## src/rtl/mips_pkg.sv

```systemverilog
// Shared types and encodings for the MIPS multicycle controller.
// States, opcode/funct constants and datapath select codes.
package mips_pkg;

    typedef enum logic [3:0] {
        S_FETCH, S_DECODE, S_MEMADR, S_MEMRD, S_MEMWB,
        S_MEMWR, S_RTYPEEX, S_ALUWB, S_IMMEX, S_IMMWB,
        S_BRANCH, S_JUMP, S_HALT
    } state_t;

    localparam logic [5:0] OP_R    = 6'b000000;
    localparam logic [5:0] OP_LW   = 6'b100011;
    localparam logic [5:0] OP_SW   = 6'b101011;
    localparam logic [5:0] OP_LB   = 6'b100000;
    localparam logic [5:0] OP_LBU  = 6'b100100;
    localparam logic [5:0] OP_LD   = 6'b110111;
    localparam logic [5:0] OP_SD   = 6'b111111;
    localparam logic [5:0] OP_ADDI = 6'b001000;
    localparam logic [5:0] OP_ANDI = 6'b001100;
    localparam logic [5:0] OP_ORI  = 6'b001101;
    localparam logic [5:0] OP_SLTI = 6'b001010;
    localparam logic [5:0] OP_BEQ  = 6'b000100;
    localparam logic [5:0] OP_BNE  = 6'b000101;
    localparam logic [5:0] OP_J    = 6'b000010;

    localparam logic [5:0] FN_ADD = 6'b100000;
    localparam logic [5:0] FN_SUB = 6'b100010;
    localparam logic [5:0] FN_AND = 6'b100100;
    localparam logic [5:0] FN_OR  = 6'b100101;
    localparam logic [5:0] FN_SLT = 6'b101010;

    localparam logic [2:0] ALU_ADD = 3'b010;
    localparam logic [2:0] ALU_SUB = 3'b110;
    localparam logic [2:0] ALU_AND = 3'b000;
    localparam logic [2:0] ALU_OR  = 3'b001;
    localparam logic [2:0] ALU_SLT = 3'b111;

    localparam logic [2:0] SRCB_B    = 3'b000;
    localparam logic [2:0] SRCB_INC  = 3'b001;
    localparam logic [2:0] SRCB_SEXT = 3'b010;
    localparam logic [2:0] SRCB_SHL  = 3'b011;
    localparam logic [2:0] SRCB_ZEXT = 3'b100;

    localparam logic [1:0] PC_ALU = 2'b00;
    localparam logic [1:0] PC_OUT = 2'b01;
    localparam logic [1:0] PC_JMP = 2'b10;

    localparam logic [1:0] LB_FULL = 2'b00;
    localparam logic [1:0] LB_SB   = 2'b01;
    localparam logic [1:0] LB_UB   = 2'b10;

    // Registered Moore outputs; fetch/br/bne/jmp qualify the
    // combinational pcen/irwrite terms.
    typedef struct packed {
        logic       memreq;
        logic       memwr;
        logic       iord;
        logic       alusrca;
        logic [2:0] alusrcb;
        logic [1:0] pcsrc;
        logic [2:0] aluc;
        logic       regwrite;
        logic       memtoreg;
        logic       regdst;
        logic [1:0] lb;
        logic       illegal;
        logic       fetch;
        logic       br;
        logic       bne;
        logic       jmp;
    } ctrl_t;

endpackage

```

## src/rtl/mips_mc_ctrl_if.sv

```systemverilog
// Controller <-> datapath/memory bundle.
// master = controller side, slave = datapath side.
interface mips_mc_ctrl_if;
    logic [5:0] op;
    logic [5:0] funct;
    logic       zero;
    logic       mem_ready;
    logic       memreq;
    logic       memwrite;
    logic       pcen;
    logic       irwrite;
    logic       regwrite;
    logic       iord;
    logic       memtoreg;
    logic       regdst;
    logic       alusrca;
    logic [2:0] alusrcb;
    logic [1:0] pcsrc;
    logic [2:0] alucontrol;
    logic [1:0] lb;
    logic       illegal;
    logic       retire;

    modport master (
        input  op, funct, zero, mem_ready,
        output memreq, memwrite, pcen, irwrite, regwrite,
        output iord, memtoreg, regdst, alusrca, alusrcb,
        output pcsrc, alucontrol, lb, illegal, retire
    );

    modport slave (
        output op, funct, zero, mem_ready,
        input  memreq, memwrite, pcen, irwrite, regwrite,
        input  iord, memtoreg, regdst, alusrca, alusrcb,
        input  pcsrc, alucontrol, lb, illegal, retire
    );
endinterface

```

## src/rtl/mips_aludec.sv

```systemverilog
// ALU decoder: funct (R-type) or opcode to alucontrol.
// bad flags an R-type funct the ALU does not implement.
module mips_aludec
    import mips_pkg::*;
(
    input  logic [5:0] op,
    input  logic [5:0] funct,
    output logic [2:0] alucontrol,
    output logic       bad
);

    // Pick the ALU operation; unknown R-type funct is flagged.
    always_comb begin
        alucontrol = ALU_ADD;
        bad        = 1'b0;
        if (op == OP_R) begin
            case (funct)
                FN_ADD:  alucontrol = ALU_ADD;
                FN_SUB:  alucontrol = ALU_SUB;
                FN_AND:  alucontrol = ALU_AND;
                FN_OR:   alucontrol = ALU_OR;
                FN_SLT:  alucontrol = ALU_SLT;
                default: bad = 1'b1;
            endcase
        end else begin
            case (op)
                OP_ANDI:        alucontrol = ALU_AND;
                OP_ORI:         alucontrol = ALU_OR;
                OP_SLTI:        alucontrol = ALU_SLT;
                OP_BEQ, OP_BNE: alucontrol = ALU_SUB;
                default:        alucontrol = ALU_ADD;
            endcase
        end
    end

endmodule

```

## src/rtl/mips_mc_ctrl.sv

```systemverilog
// Multicycle MIPS controller with wait-state memory handshake.
// Outputs are registered from the next state; only pcen/irwrite gate late.
module mips_mc_ctrl
    import mips_pkg::*;
#(
    parameter int N = 32
) (
    input  logic            clk,
    input  logic            reset,
    mips_mc_ctrl_if.master  bus
);

    state_t     st;
    state_t     nx;
    ctrl_t      q;
    ctrl_t      d;
    logic [2:0] aluc;
    logic       fbad;
    logic       wide;
    logic       isst;
    logic [1:0] lbc;

    mips_aludec u_aludec (
        .op         (bus.op),
        .funct      (bus.funct),
        .alucontrol (aluc),
        .bad        (fbad)
    );

    assign wide = (N == 64);
    assign isst = (bus.op == OP_SW) || (wide && bus.op == OP_SD);
    assign lbc  = (bus.op == OP_LB)  ? LB_SB :
                  (bus.op == OP_LBU) ? LB_UB : LB_FULL;

    // Next-state sequencing, stalling on memory phases.
    always_comb begin
        nx = st;
        case (st)
            S_FETCH:   nx = bus.mem_ready ? S_DECODE : S_FETCH;
            S_DECODE: begin
                case (bus.op)
                    OP_LW, OP_SW, OP_LB, OP_LBU:       nx = S_MEMADR;
                    OP_LD, OP_SD:                      nx = wide ? S_MEMADR : S_HALT;
                    OP_R:                              nx = S_RTYPEEX;
                    OP_ADDI, OP_ANDI, OP_ORI, OP_SLTI: nx = S_IMMEX;
                    OP_BEQ, OP_BNE:                    nx = S_BRANCH;
                    OP_J:                              nx = S_JUMP;
                    default:                           nx = S_HALT;
                endcase
            end
            S_MEMADR:  nx = isst ? S_MEMWR : S_MEMRD;
            S_MEMRD:   nx = bus.mem_ready ? S_MEMWB : S_MEMRD;
            S_MEMWB:   nx = S_FETCH;
            S_MEMWR:   nx = bus.mem_ready ? S_FETCH : S_MEMWR;
            S_RTYPEEX: nx = fbad ? S_HALT : S_ALUWB;
            S_ALUWB:   nx = S_FETCH;
            S_IMMEX:   nx = S_IMMWB;
            S_IMMWB:   nx = S_FETCH;
            S_BRANCH:  nx = S_FETCH;
            S_JUMP:    nx = S_FETCH;
            S_HALT:    nx = S_HALT;
            default:   nx = S_FETCH;
        endcase
    end

    // Moore output decode for the state about to be entered.
    always_comb begin
        d      = '0;
        d.aluc = ALU_ADD;
        case (nx)
            S_FETCH: begin
                d.memreq  = 1'b1;
                d.alusrcb = SRCB_INC;
                d.fetch   = 1'b1;
            end
            S_DECODE:  d.alusrcb = SRCB_SHL;
            S_MEMADR: begin
                d.alusrca = 1'b1;
                d.alusrcb = SRCB_SEXT;
            end
            S_MEMRD: begin
                d.memreq = 1'b1;
                d.iord   = 1'b1;
                d.lb     = lbc;
            end
            S_MEMWB: begin
                d.regwrite = 1'b1;
                d.memtoreg = 1'b1;
                d.lb       = lbc;
            end
            S_MEMWR: begin
                d.memreq = 1'b1;
                d.memwr  = 1'b1;
                d.iord   = 1'b1;
            end
            S_RTYPEEX: begin
                d.alusrca = 1'b1;
                d.aluc    = aluc;
            end
            S_ALUWB: begin
                d.regwrite = 1'b1;
                d.regdst   = 1'b1;
            end
            S_IMMEX: begin
                d.alusrca = 1'b1;
                d.alusrcb = (bus.op == OP_ANDI || bus.op == OP_ORI)
                          ? SRCB_ZEXT : SRCB_SEXT;
                d.aluc    = aluc;
            end
            S_IMMWB:   d.regwrite = 1'b1;
            S_BRANCH: begin
                d.alusrca = 1'b1;
                d.aluc    = ALU_SUB;
                d.pcsrc   = PC_OUT;
                d.br      = 1'b1;
                d.bne     = (bus.op == OP_BNE);
            end
            S_JUMP: begin
                d.pcsrc = PC_JMP;
                d.jmp   = 1'b1;
            end
            S_HALT:    d.illegal = 1'b1;
            default:   d = d;
        endcase
    end

    // State and output register; reset lands in FETCH at once.
    always_ff @(posedge clk or negedge reset) begin
        if (!reset) begin
            st        <= S_FETCH;
            q         <= '0;
            q.memreq  <= 1'b1;
            q.alusrcb <= SRCB_INC;
            q.aluc    <= ALU_ADD;
            q.fetch   <= 1'b1;
        end else begin
            st <= nx;
            q  <= d;
        end
    end

    assign bus.memreq     = q.memreq;
    assign bus.memwrite   = q.memwr;
    assign bus.iord       = q.iord;
    assign bus.alusrca    = q.alusrca;
    assign bus.alusrcb    = q.alusrcb;
    assign bus.pcsrc      = q.pcsrc;
    assign bus.alucontrol = q.aluc;
    assign bus.regwrite   = q.regwrite;
    assign bus.memtoreg   = q.memtoreg;
    assign bus.regdst     = q.regdst;
    assign bus.lb         = q.lb;
    assign bus.illegal    = q.illegal;
    assign bus.irwrite    = q.fetch & bus.mem_ready & reset;
    assign bus.pcen       = bus.irwrite
                          | (q.br & (bus.zero ^ q.bne))
                          | q.jmp;
    assign bus.retire     = (st != S_FETCH) && (nx == S_FETCH);

endmodule

```

## src/flat_wrapper.sv

```systemverilog
// flat-port wrapper written by rule: the top's interface ports become plain ports
module mips_mc_ctrl_flat import mips_pkg::*;
#(
    parameter int N = 32
)
  (clk, reset, bus_op, bus_funct, bus_zero, bus_mem_ready, bus_memreq, bus_memwrite, bus_pcen, bus_irwrite, bus_regwrite, bus_iord, bus_memtoreg, bus_regdst, bus_alusrca, bus_alusrcb, bus_pcsrc, bus_alucontrol, bus_lb, bus_illegal, bus_retire);
  mips_mc_ctrl_if bus_i ();
  input  logic clk;
  input  logic reset;
  input wire logic [$bits(bus_i.op)-1:0] bus_op;
  input wire logic [$bits(bus_i.funct)-1:0] bus_funct;
  input wire logic [$bits(bus_i.zero)-1:0] bus_zero;
  input wire logic [$bits(bus_i.mem_ready)-1:0] bus_mem_ready;
  output wire logic [$bits(bus_i.memreq)-1:0] bus_memreq;
  output wire logic [$bits(bus_i.memwrite)-1:0] bus_memwrite;
  output wire logic [$bits(bus_i.pcen)-1:0] bus_pcen;
  output wire logic [$bits(bus_i.irwrite)-1:0] bus_irwrite;
  output wire logic [$bits(bus_i.regwrite)-1:0] bus_regwrite;
  output wire logic [$bits(bus_i.iord)-1:0] bus_iord;
  output wire logic [$bits(bus_i.memtoreg)-1:0] bus_memtoreg;
  output wire logic [$bits(bus_i.regdst)-1:0] bus_regdst;
  output wire logic [$bits(bus_i.alusrca)-1:0] bus_alusrca;
  output wire logic [$bits(bus_i.alusrcb)-1:0] bus_alusrcb;
  output wire logic [$bits(bus_i.pcsrc)-1:0] bus_pcsrc;
  output wire logic [$bits(bus_i.alucontrol)-1:0] bus_alucontrol;
  output wire logic [$bits(bus_i.lb)-1:0] bus_lb;
  output wire logic [$bits(bus_i.illegal)-1:0] bus_illegal;
  output wire logic [$bits(bus_i.retire)-1:0] bus_retire;
  assign bus_i.op = bus_op;
  assign bus_i.funct = bus_funct;
  assign bus_i.zero = bus_zero;
  assign bus_i.mem_ready = bus_mem_ready;
  assign bus_memreq = bus_i.memreq;
  assign bus_memwrite = bus_i.memwrite;
  assign bus_pcen = bus_i.pcen;
  assign bus_irwrite = bus_i.irwrite;
  assign bus_regwrite = bus_i.regwrite;
  assign bus_iord = bus_i.iord;
  assign bus_memtoreg = bus_i.memtoreg;
  assign bus_regdst = bus_i.regdst;
  assign bus_alusrca = bus_i.alusrca;
  assign bus_alusrcb = bus_i.alusrcb;
  assign bus_pcsrc = bus_i.pcsrc;
  assign bus_alucontrol = bus_i.alucontrol;
  assign bus_lb = bus_i.lb;
  assign bus_illegal = bus_i.illegal;
  assign bus_retire = bus_i.retire;
  mips_mc_ctrl #(.N(N)) u_core (.clk(clk), .reset(reset), .bus(bus_i));
endmodule
```

## config.mk

```make
export PLATFORM = sky130hd
export DESIGN_NAME = mips_mc_ctrl_flat
export DESIGN_NICKNAME = d
export VERILOG_FILES = /design/src/rtl/mips_pkg.sv /design/src/rtl/mips_mc_ctrl_if.sv /design/src/rtl/mips_aludec.sv /design/src/rtl/mips_mc_ctrl.sv /design/src/flat_wrapper.sv
export SDC_FILE = /design/constraint.sdc
export NUM_CORES = 1
export LEC_CHECK = 0
export CORE_ASPECT_RATIO = 1.5
export CORE_UTILIZATION = 36
export DETAILED_ROUTE_END_ITERATION = 6
export SLEW_MARGIN = 20
export SYNTH_ARGS = -nofsm -noshare
export SYNTH_HDL_FRONTEND = slang
export SYNTH_HIERARCHICAL = 1
export SYNTH_SLANG_ARGS = --single-unit
```

## constraint.sdc

```tcl
create_clock -name clk -period 1.9 [get_ports clk]
set_input_delay 0.19 -clock clk [delete_from_list [all_inputs] [get_ports clk]]
set_output_delay 0.19 -clock clk [all_outputs]
set_load 0.01 [all_outputs]
```

Yosys cells after proc, flatten, opt, wreduce, memory -nomap -nowiden --
Index checks and enable logic that the tools add are counted.
Word-level totals: register bits after elaboration 26, latch bits 0, memories 0, ROM bits 0, bits in writable memories 0, bits of input ports 16
Operators by class: divide/modulo/power cells 0, order comparisons 0, eq/ne operators 35, multiply operators 0, reduce and logical (&&, ||, !) cells 16, shift-type cells 0, bitwise gates (word level) 6, mux-type cells 30, add/subtract/negate cells 0
Operators by type and width (count):
- $eq 6x6->1 const B | 9
- $pmux 3 s4 | 3
- $pmux 4 s8 | 1
- $eq 4x4->1 const B | 7
- $eq 4x3->1 const B | 6
- $eq 6x4->1 const B | 4
- $pmux 4 s5 | 1
- $eq 4x2->1 const B | 4
- $mux 3 | 5
- $mux 1 | 13
- $eq 6x3->1 const B | 2
- $reduce_or 4->1 | 3
- $eq 4x1->1 const B | 2
- $logic_not 4->1 | 2
- $mux 2 | 4
- $reduce_or 2->1 | 4
- $eq 6x2->1 const B | 1
- $logic_not 6->1 | 1
- $pmux 3 s2 | 1
- $reduce_or 3->1 | 2
- $reduce_or 5->1 | 1
- $mux 4 | 1
- $pmux 2 s2 | 1
- $reduce_bool 4->1 | 1
- other kinds (5) | 8

Depth between registers and ports, before layout --
Gate-level depths: netlist (run 1).
word-level depth 9, gate-level depth with buffers 10, depth with buffers taken out 10

Modules after synthesis --
Netlist (run 1), hierarchy kept.
By module, submodules not included:
- mips_mc_ctrl | cells each 145, area each 1456.4 µm², instances 1, sequential area each 630.6 µm²
- mips_aludec | cells each 25, area each 181.4 µm², instances 1, sequential area each 0.0 µm²

Least setup slack after synthesis (run 1) --
Ideal clock, no wire load.
path type input port to output port, start point in bus_op[0], end point out bus_retire, slack -197 ps, arrival time 1907 ps, required time 1710 ps, stages on the path 9, cell sequence nor4_4 -> nand2_1 -> a31oi_1 -> nor2_1 -> a22oi_1 -> a21oi_1 -> nor3_4 -> nand2_2 -> nor3_1
Between the ends: word-level cells in the longest chain between the ends 6, elaborated cells on any way between the ends 22, classes of those cells eq/ne: 11; mux: 5; reduce/logical: 6
RTL lines:
- start: declaration | RTL line flat_wrapper.sv:10 | input wire logic [$bits(bus_i.op)-1:0] bus_op;
- $logic_not 6->1 | RTL line mips_aludec.sv:16 | if (op == OP_R) begin
- $mux 1 | RTL line mips_aludec.sv:16
- net u_core.fbad | RTL line mips_mc_ctrl.sv:18 | logic fbad;
- $mux 4 | RTL line mips_mc_ctrl.sv:55 | S_RTYPEEX: nx = fbad ? S_HALT : S_ALUWB;
- $pmux 4 s8 | RTL line mips_mc_ctrl.sv:38 | case (st)
- $logic_not 4->1 | RTL line mips_mc_ctrl.sv:158 | assign bus.retire = (st != S_FETCH) && (nx == S_FETCH);
- $logic_and 1x1->1 | RTL line mips_mc_ctrl.sv:158
- end: declaration | RTL line flat_wrapper.sv:28 | output wire logic [$bits(bus_i.retire)-1:0] bus_retire;
The timed path passes the listed nets, and every way through them passes these cells.

Worst setup path after layout (run 1) --
start point reg u_core.st[0], end point out bus_retire
Between the ends: word-level cells in the longest chain between the ends 4, elaborated cells on any way between the ends 12, classes of those cells eq/ne: 7; mux: 1; reduce/logical: 4
RTL lines:
- start: declaration | RTL line mips_mc_ctrl.sv:13 | state_t st;
- start signal: assignment | RTL line mips_mc_ctrl.sv:137 | st <= nx;
- $eq 4x4->1 (tied with other cells) | RTL line mips_mc_ctrl.sv:38
- $pmux 4 s8 | RTL line mips_mc_ctrl.sv:38
- $logic_not 4->1 | RTL line mips_mc_ctrl.sv:158
- $logic_and 1x1->1 * | RTL line mips_mc_ctrl.sv:158
Every way passes the cells marked *; elsewhere a longest branch is shown, timed or not.

==> impl_metrics.py, run 1 <==
metrics = {
    "pwr": {
        "worst_ir_drop_vdd_v": 0.000446,
        "p_leak_nw": 1.12,
        "power_density_nw_per_um2": 1220,
    },
    "drt": {
        "ant_nets": 0,
        "drt_wl_total_um": 4320,
        "dr.first_iter.drc_count": 50,
        "drc": 7,
        "avgViaCountPerCell": 5.25,
        "vias": 1539,
        "dr.pass1.iters": 6,
        "wire_per_inst_um": 14.7,
    },
    "sta": {
        "max-slew-margin-rel_pct": 63.4,
        "worst_slack_ns": -0.196,
        "fmax_ghz": 0.477,
        "tightestPinTransition_ns": 0.544,
        "rsz0062_at_grt": "yes",
        "fin_crit_sh_pct": 110,
        "slew_viol_final": 0,
        "setup_viol": 2,
        "min_period_ns": 2.10,
        "hold_violations": 0,
        "fin_skew_ns": 0.00424,
        "final.setup.tns_ns": -0.204,
    },
    "global_routing": {
        "grt_overflow": 0,
        "antenna_found_initial": 0,
        "grt_max_degree": 26,
        "grt_pass1_wl_um": 6860,
        "grt_pass1_vias": 1582,
        "grt_usage_pct": 17.8,
    },
    "logic_synthesis": {
        "synth_top_flop_cell": "dfrtp_1",
        "avgSynthCellArea_um2": 9.63,
        "ys_ff_latch": 25,
        "syn-instance-count": 170,
        "synth_top_area_share_pct": 32.1,
        "ys_warn_count": 6,
        "ys_top_cells_by_area": "dfrtp_1, dfstp_2, buf_4, nor2_1, nor4_4",
        "synth_edf_count": 0,
        "synth_cell_types": 56,
        "synth.largest_area_cell": "dfrtp_1",
        "ys_seq_area_share_pct": 38.5,
        "synthesis.nets": 186,
        "synth-async-reset-ratio_pct": 100,
        "netlist_area_um2": 1640,
    },
    "clock_tree": {
        "clockRootBuffer": "clkbuf_8",
        "cts-buffers-inserted": 3,
        "clk_latency_ns": 0.26,
        "cts_max_level": 1,
        "ctsLongestPathBuffers": 2,
        "cts_sinks": 25,
        "cts_tree": "built",
        "path_clk_slew_ns": 0.09,
        "cts_hold_buf": 0,
    },
    "job": {
        "maxCapViolCount": 0,
    },
    "worst_setup_path": {
        "critPathRequiredTime_ns": 1.71,
        "worstPathMaxFanout": 9,
        "cp-startpoint": "u_core/st[0]$_DFF_PN0_",
        "crit_path_end": "bus_retire",
        "endpoint_kind": "output port",
        "worstReg2RegEnd": "u_core/bus.alusrcb[1]$_DFF_PN0_",
        "r2r_cells": 8,
        "arrival_ns": 1.91,
        "r2r_slack_ns": -0.01,
        "r2r-start": "u_core/st[0]$_DFF_PN0_",
        "cp-start-kind": "flop",
        "path_class": "flop to output port",
    },
    "final_layout": {
        "nNetsFinal": 264,
        "fillCellCount": 369,
        "drive_gt1_share_pct": 46.2,
        "syn2layout_area_growth_pct": 53.8,
        "final_area_um2": 2520,
        "diodes": 0,
    },
    "status": {
        "outcome": "finished, violations left",
        "violations": "DRC, setup timing",
    },
    "die": {
        "dieWidth_um": 57.1,
        "row_count": 29,
        "design.core.area_um2": 4280,
        "ioPinCount": 37,
        "start_util_pct": 38.3,
        "dieHeight_um": 84.6,
        "die-area_um2": 4830,
    },
    "place": {
        "postPlaceCellArea_um2": 2260,
        "port_buffers": 36,
        "gp_congestion": 0.811,
        "dp_hpwl_um": 3120,
    },
    "min_path": {
        "holdCritPathClass": "input pin to async pin",
    },
}
cell type report:
| cell class | instances | area [µm²] | area share [%] |
|---|---|---|---|
| Sequential cell | 25 | 636 | 25.2 |
| Inverter | 8 | 50.0 | 1.99 |
| Multi-Input combinational cell | 119 | 952 | 37.8 |
| Timing Repair Buffer | 91 | 774 | 30.8 |
| Clock buffer | 3 | 41.3 | 1.64 |
| Tap cell | 46 | 57.6 | 2.29 |
| Clock inverter | 1 | 7.51 | 0.298 |
report_power, final:
group / switching (mW) / internal, mW
logic: 0.953 / 1.01
clock network: 0.165 / 0.148
registers: 0.0961 / 0.692
total: 1.21 / 1.85
critical path: stages, from the launching register on:
cell     delay [ns]
dfrtp_2        0.48
buf_4          0.17
nor2b_1        0.16
a22oi_2        0.16
a21oi_2        0.10
nor3_4         0.21
nand2_2        0.10
nor3_4         0.12
buf_2          0.15
placed cells by master, fill, tap and decap left out, types with 2 or more instances in the layout:
master           netlist  final
buf_4                 11     49
nand2b_4               1      2
a21oi_1                6      5
o211ai_1               2      2
a311oi_2               1      2
clkdlybuf4s50_1        0     26
nand2b_1               3      2
inv_8                  0      2
clkbuf_8               0      3
nor2_1                20     16
nor4_4                 2      3
xor2_1                 2      2
nand4_1                5      5
nor2b_4                1      2
xnor2_1                2      2
dfrtp_2                0      4
nor4_1                 5      4
a211o_1                2      2
nand3b_1               2      2
o21ai_0                2      2
inv_1                  5      4
nor2b_1                6      5
nor3_4                 2      3
dfstp_2                4      4
dfrtp_1               21     17
clkbuf_2               1      3
nand3_1                7      6
nand2_2                1      3
nand2_1               11      8
a31oi_1                4      3
nor2_2                 0      3
nor3_1                 5      4
o21ai_1                3      3
buf_6                  2      6
dlygate4sd2_1          0      4
synthesized netlist by cell type (all sizes together), types with 4 or more instances:
cell type and n:
buf 17, dfstp 4, nor2b 7, nor2 20
o21ai 5, inv 7, a31oi 5, nand3 7
dfrtp 21, nor3 8, a21oi 6, nor4 8
nand4 5, nand2 12, nand2b 4
through the flow:
step	instances	total power, mW	setup WS [ns]	utilization [%]	hold WS [ns]
global placement	276	2.36	-0.875	52.8	0.595
CTS	291	2.92	-0.190	57.5	0.312
floorplan	170	1.70	-0.0552	-	-0.106
finish	293	3.07	-0.196	58.8	0.296
global route	293	3.24	-0.288	58.8	0.309
detailed placement	276	2.38	-0.963	52.8	0.607
worst min path at each step:
stage | startpoint | cells after the start | end
2_1_floorplan | reset | 0 | u_core/bus.alucontrol[0]$_DFF_PN0_
3_3_place_gp | reset | 2 | u_core/bus.regwrite$_DFF_PN0_
3_5_place_dp | reset | 2 | u_core/bus.memtoreg$_DFF_PN0_
4_1_cts | reset | 2 | u_core/bus.memtoreg$_DFF_PN0_
5_1_grt | bus_op[2] | 3 | u_core/bus.lb[0]$_DFF_PN0_
6_report | reset | 2 | u_core/bus.memtoreg$_DFF_PN0_
routing by layer:
metal | global-route usage, % | wire [µm]
met2 | 34.9 | 2450
met4 | 9.76 | 178
met5 | 0 | 0
met1 | 18.3 | 1570
met3 | 0.770 | 123
cell families (layout without fill, tap and decap cells):
| group | Yosys count | after routing | synth area share [%] |
|---|---|---|---|
| buffers and inverters | 26 | 103 | 10.2 |
| XOR/XNOR | 4 | 4 | 2.14 |
| AO/OA/AOI/OAI | 28 | 28 | 13.4 |
| multiplexers | 1 | 1 | 0.611 |
| flip-flops | 25 | 25 | 38.5 |
| AND/OR/NAND/NOR | 86 | 86 | 35.1 |
registers in the layout, indices dropped and copies added, names as in the netlist:
| name | count |
|---|---|
| u_core/st | 4 |
| u_core/bus.alucontrol | 3 |
| u_core/bus.alusrcb | 3 |
| u_core/q | 3 |
| u_core/bus.lb | 2 |
| u_core/bus.pcsrc | 2 |
| u_core/bus.alusrca | 1 |
| u_core/bus.illegal | 1 |
| u_core/bus.iord | 1 |
| u_core/bus.memreq | 1 |
| u_core/bus.memtoreg | 1 |
| u_core/bus.memwrite | 1 |
| u_core/bus.regdst | 1 |
| u_core/bus.regwrite | 1 |
timing repair:
action                                  in CTS  in global routing
gates resized for setup                     37                 21
pin swaps                                   13                 17
buffers inserted                            13                  4
endpoints found under the setup margin      15                 13
(Power assumes the default switching activity.)
==> run 2, diff against run 1 <==
--- a/config.mk
+++ b/config.mk
@@ -6,8 +6,9 @@
 export NUM_CORES = 1
 export LEC_CHECK = 0
 export CORE_ASPECT_RATIO = 1.5
-export CORE_UTILIZATION = 36
+export CORE_UTILIZATION = 45
 export DETAILED_ROUTE_END_ITERATION = 6
+export PLACE_DENSITY = 0.76
 export SLEW_MARGIN = 20
 export SYNTH_ARGS = -nofsm -noshare
 export SYNTH_HDL_FRONTEND = slang
==> impl_metrics.py, run 2 (synthesized netlist as in run 1, its figures left out) <==
metrics = {
    "pwr": {
        "worst_ir_drop_vdd_v": 0.000779,
        "power_density_nw_per_um2": 1280,
        "p_leak_nw": 1.20,
        "swShare_pct": 40.8,
        "p_comb_share_pct": 66.5,
        "clkPwrFrac_pct": 10.0,
        "internal_power_mw": 1.98,
        "switching_power_mw": 1.36,
        "p_seq_share_pct": 23.6,
    },
    "clock_tree": {
        "cts_tree": "built",
        "ctsLongestPathBuffers": 2,
        "cts_max_level": 1,
        "cts-buffers-inserted": 3,
        "cts_sinks": 25,
        "path_clk_slew_ns": 0.09,
        "cts_hold_buf": 0,
        "clk_latency_ns": 0.28,
        "clockRootBuffer": "clkbuf_8",
    },
    "global_routing": {
        "grt_pass1_wl_um": 7640,
        "met3_usage_pct": 3.99,
        "grt_overflow": 0,
        "gr-usage-met2_pct": 53.5,
        "met1_usage_pct": 24.7,
        "antenna_found_initial": 0,
        "grt_max_degree": 26,
        "grt_pass1_vias": 1705,
        "grt_usage_pct": 27.1,
        "gr-max-usage-layer": "met2",
    },
    "worst_setup_path": {
        "path_class": "flop to output port",
        "worstPathMaxFanout": 7,
        "cp-start-kind": "flop",
        "r2r_cells": 8,
        "cp_common_cell": "buf_4",
        "crit_family": "buffers and inverters",
        "r2r_slack_ns": -0.19,
        "endpoint_kind": "output port",
        "worstPathCellList": "buf_4 -> buf_4 -> nor4b_1 -> buf_4 -> nor3_4 -> nand2_4 -> nor3_4 -> buf_2",
        "cp_slowest_cell": "dfrtp_2",
        "r2r-start": "u_core/st[1]$_DFF_PN0_",
        "critPathRequiredTime_ns": 1.71,
        "max_stage_delay_ns": 0.49,
        "arrival_ns": 2.01,
        "path_buf_inv": 4,
        "worstReg2RegEnd": "u_core/bus.alusrcb[1]$_DFF_PN0_",
    },
    "sta": {
        "slew_viol_final": 0,
        "worst_slack_ns": -0.298,
        "max-slew-margin-rel_pct": 68.1,
        "hold_violations": 0,
        "fmax_ghz": 0.455,
        "min_period_ns": 2.20,
        "fin_skew_ns": 0.00422,
        "setup_viol": 10,
        "final.setup.tns_ns": -1.21,
        "fin_crit_sh_pct": 116,
        "tightestPinTransition_ns": 0.473,
        "rsz0062_at_grt": "yes",
    },
    "drt": {
        "dr.first_iter.drc_count": 71,
        "dr.pass1.iters": 4,
        "avgViaCountPerCell": 5.65,
        "drc": 0,
        "drt_wl_total_um": 5380,
        "wire_per_inst_um": 18.2,
        "ant_nets": 0,
        "vias": 1673,
    },
    "final_layout": {
        "diodes": 0,
        "drive_gt1_share_pct": 47.6,
        "regArea_um2": 636,
        "final_area_um2": 2620,
        "syn2layout_area_growth_pct": 59.8,
        "multi_input_area_um2": 957,
        "final_cells": 296,
        "final_common_cell": "buf_4",
        "mostFrequentLayoutCells": "buf_4, clkdlybuf4s50_1, nor2_1",
        "largest_reg_flops": 4,
        "nNetsFinal": 271,
        "final_util_pct": 75.9,
        "top_register": "u_core/st",
        "fillCellCount": 231,
    },
    "die": {
        "dieWidth_um": 51.3,
        "start_util_pct": 47.5,
        "ioPinCount": 37,
        "row_count": 26,
        "dieHeight_um": 75.9,
        "die-area_um2": 3890,
        "design.core.area_um2": 3450,
    },
    "place": {
        "placed_cells": 272,
        "gp_congestion": 0.950,
        "postPlaceCellArea_um2": 2260,
        "port_buffers": 36,
        "dp_hpwl_um": 3250,
    },
    "status": {
        "outcome": "finished, violations left",
        "violations": "setup timing",
    },
    "min_path": {
        "hold_end": "u_core/bus.lb[0]$_DFF_PN0_",
        "min_from": "bus_op[2]",
        "holdCritPathClass": "input pin to flop",
        "min_delay_path_depth": 3,
    },
    "job": {
        "maxCapViolCount": 0,
    },
}
==> run 2: changes by cell type in the layout (fill, tap and decap cells not counted), moves of 2 or more <==
cell / before / now
clkdlybuf4s50_1: 26 / 24
dlymetal6s2s_1: 1 / 4
nor2_2: 3 / 1
buf_6: 6 / 9
buf_4: 49 / 51
nor2_1: 16 / 18
==> run 2: power by group through the flow <==
stage / combinational [mW] / sequential (mW) / clock (mW)
floorplan: 0.930 / 0.767 / 0
global placement: 1.52 / 0.812 / 0
detailed placement: 1.57 / 0.818 / 0
CTS: 1.77 / 0.783 / 0.338
global route: 2.35 / 0.796 / 0.361
finish: 2.22 / 0.787 / 0.334
==> run 2: metrics by stage <==
stage,total power [mW],hold slack (ns),setup slack (ns)
floorplan,1.70,-0.106,-0.0552
global placement,2.34,0.592,-0.860
detailed placement,2.39,0.613,-0.970
CTS,2.89,0.309,-0.229
global route,3.51,0.283,-0.439
finish,3.34,0.278,-0.298
==> run 2: worst max-delay path by stage <==
stage | from | to | slack [ns] | cells past startpoint
detailed placement | bus_op[1] | bus_retire | -0.97 | 11
finish | u_core/st[1]$_DFF_PN0_ | bus_retire | -0.30 | 8
global placement | bus_op[2] | bus_retire | -0.86 | 11
CTS | u_core/st[3]$_DFF_PN0_ | bus_retire | -0.23 | 7
floorplan | bus_op[2] | bus_retire | -0.06 | 9
global route | u_core/st[0]$_DFF_PN0_ | bus_retire | -0.44 | 8
==> run 2: area by class of cell <==
type	count	share of cell area, %
flip-flops and latches	25	24.3
inverters	8	2.20
clock inverters	1	0.287
multi-input cells	119	36.6
clock buffers	3	1.58
well taps	42	2.01
repair buffers	98	33.1
==> run 2: worst register-to-register path, stage by stage (launching register included) <==
cell and delay [ns]:
dfrtp_2 0.49, buf_4 0.18, buf_4 0.13, nor4b_1 0.38, buf_4 0.21, nor3_4 0.05
buf_4 0.14, buf_4 0.16, a311oi_1 0.25
==> run 2: repair_timing <==
action                                  in CTS  in global routing
pin swaps                                   14                 20
endpoints found under the setup margin      15                 12
resized for setup                           32                 38
cloned                                       0                  1
buffers inserted                            13                 11
endpoints found under the hold margin        0                  0
==> run 2: metal layers <==
metal  vias to the layer above  wire, µm
li1                        771         -
met1                       827      1810
met2                        55      3140
met3                        20       183
met4                         0       239
met5                         -         0
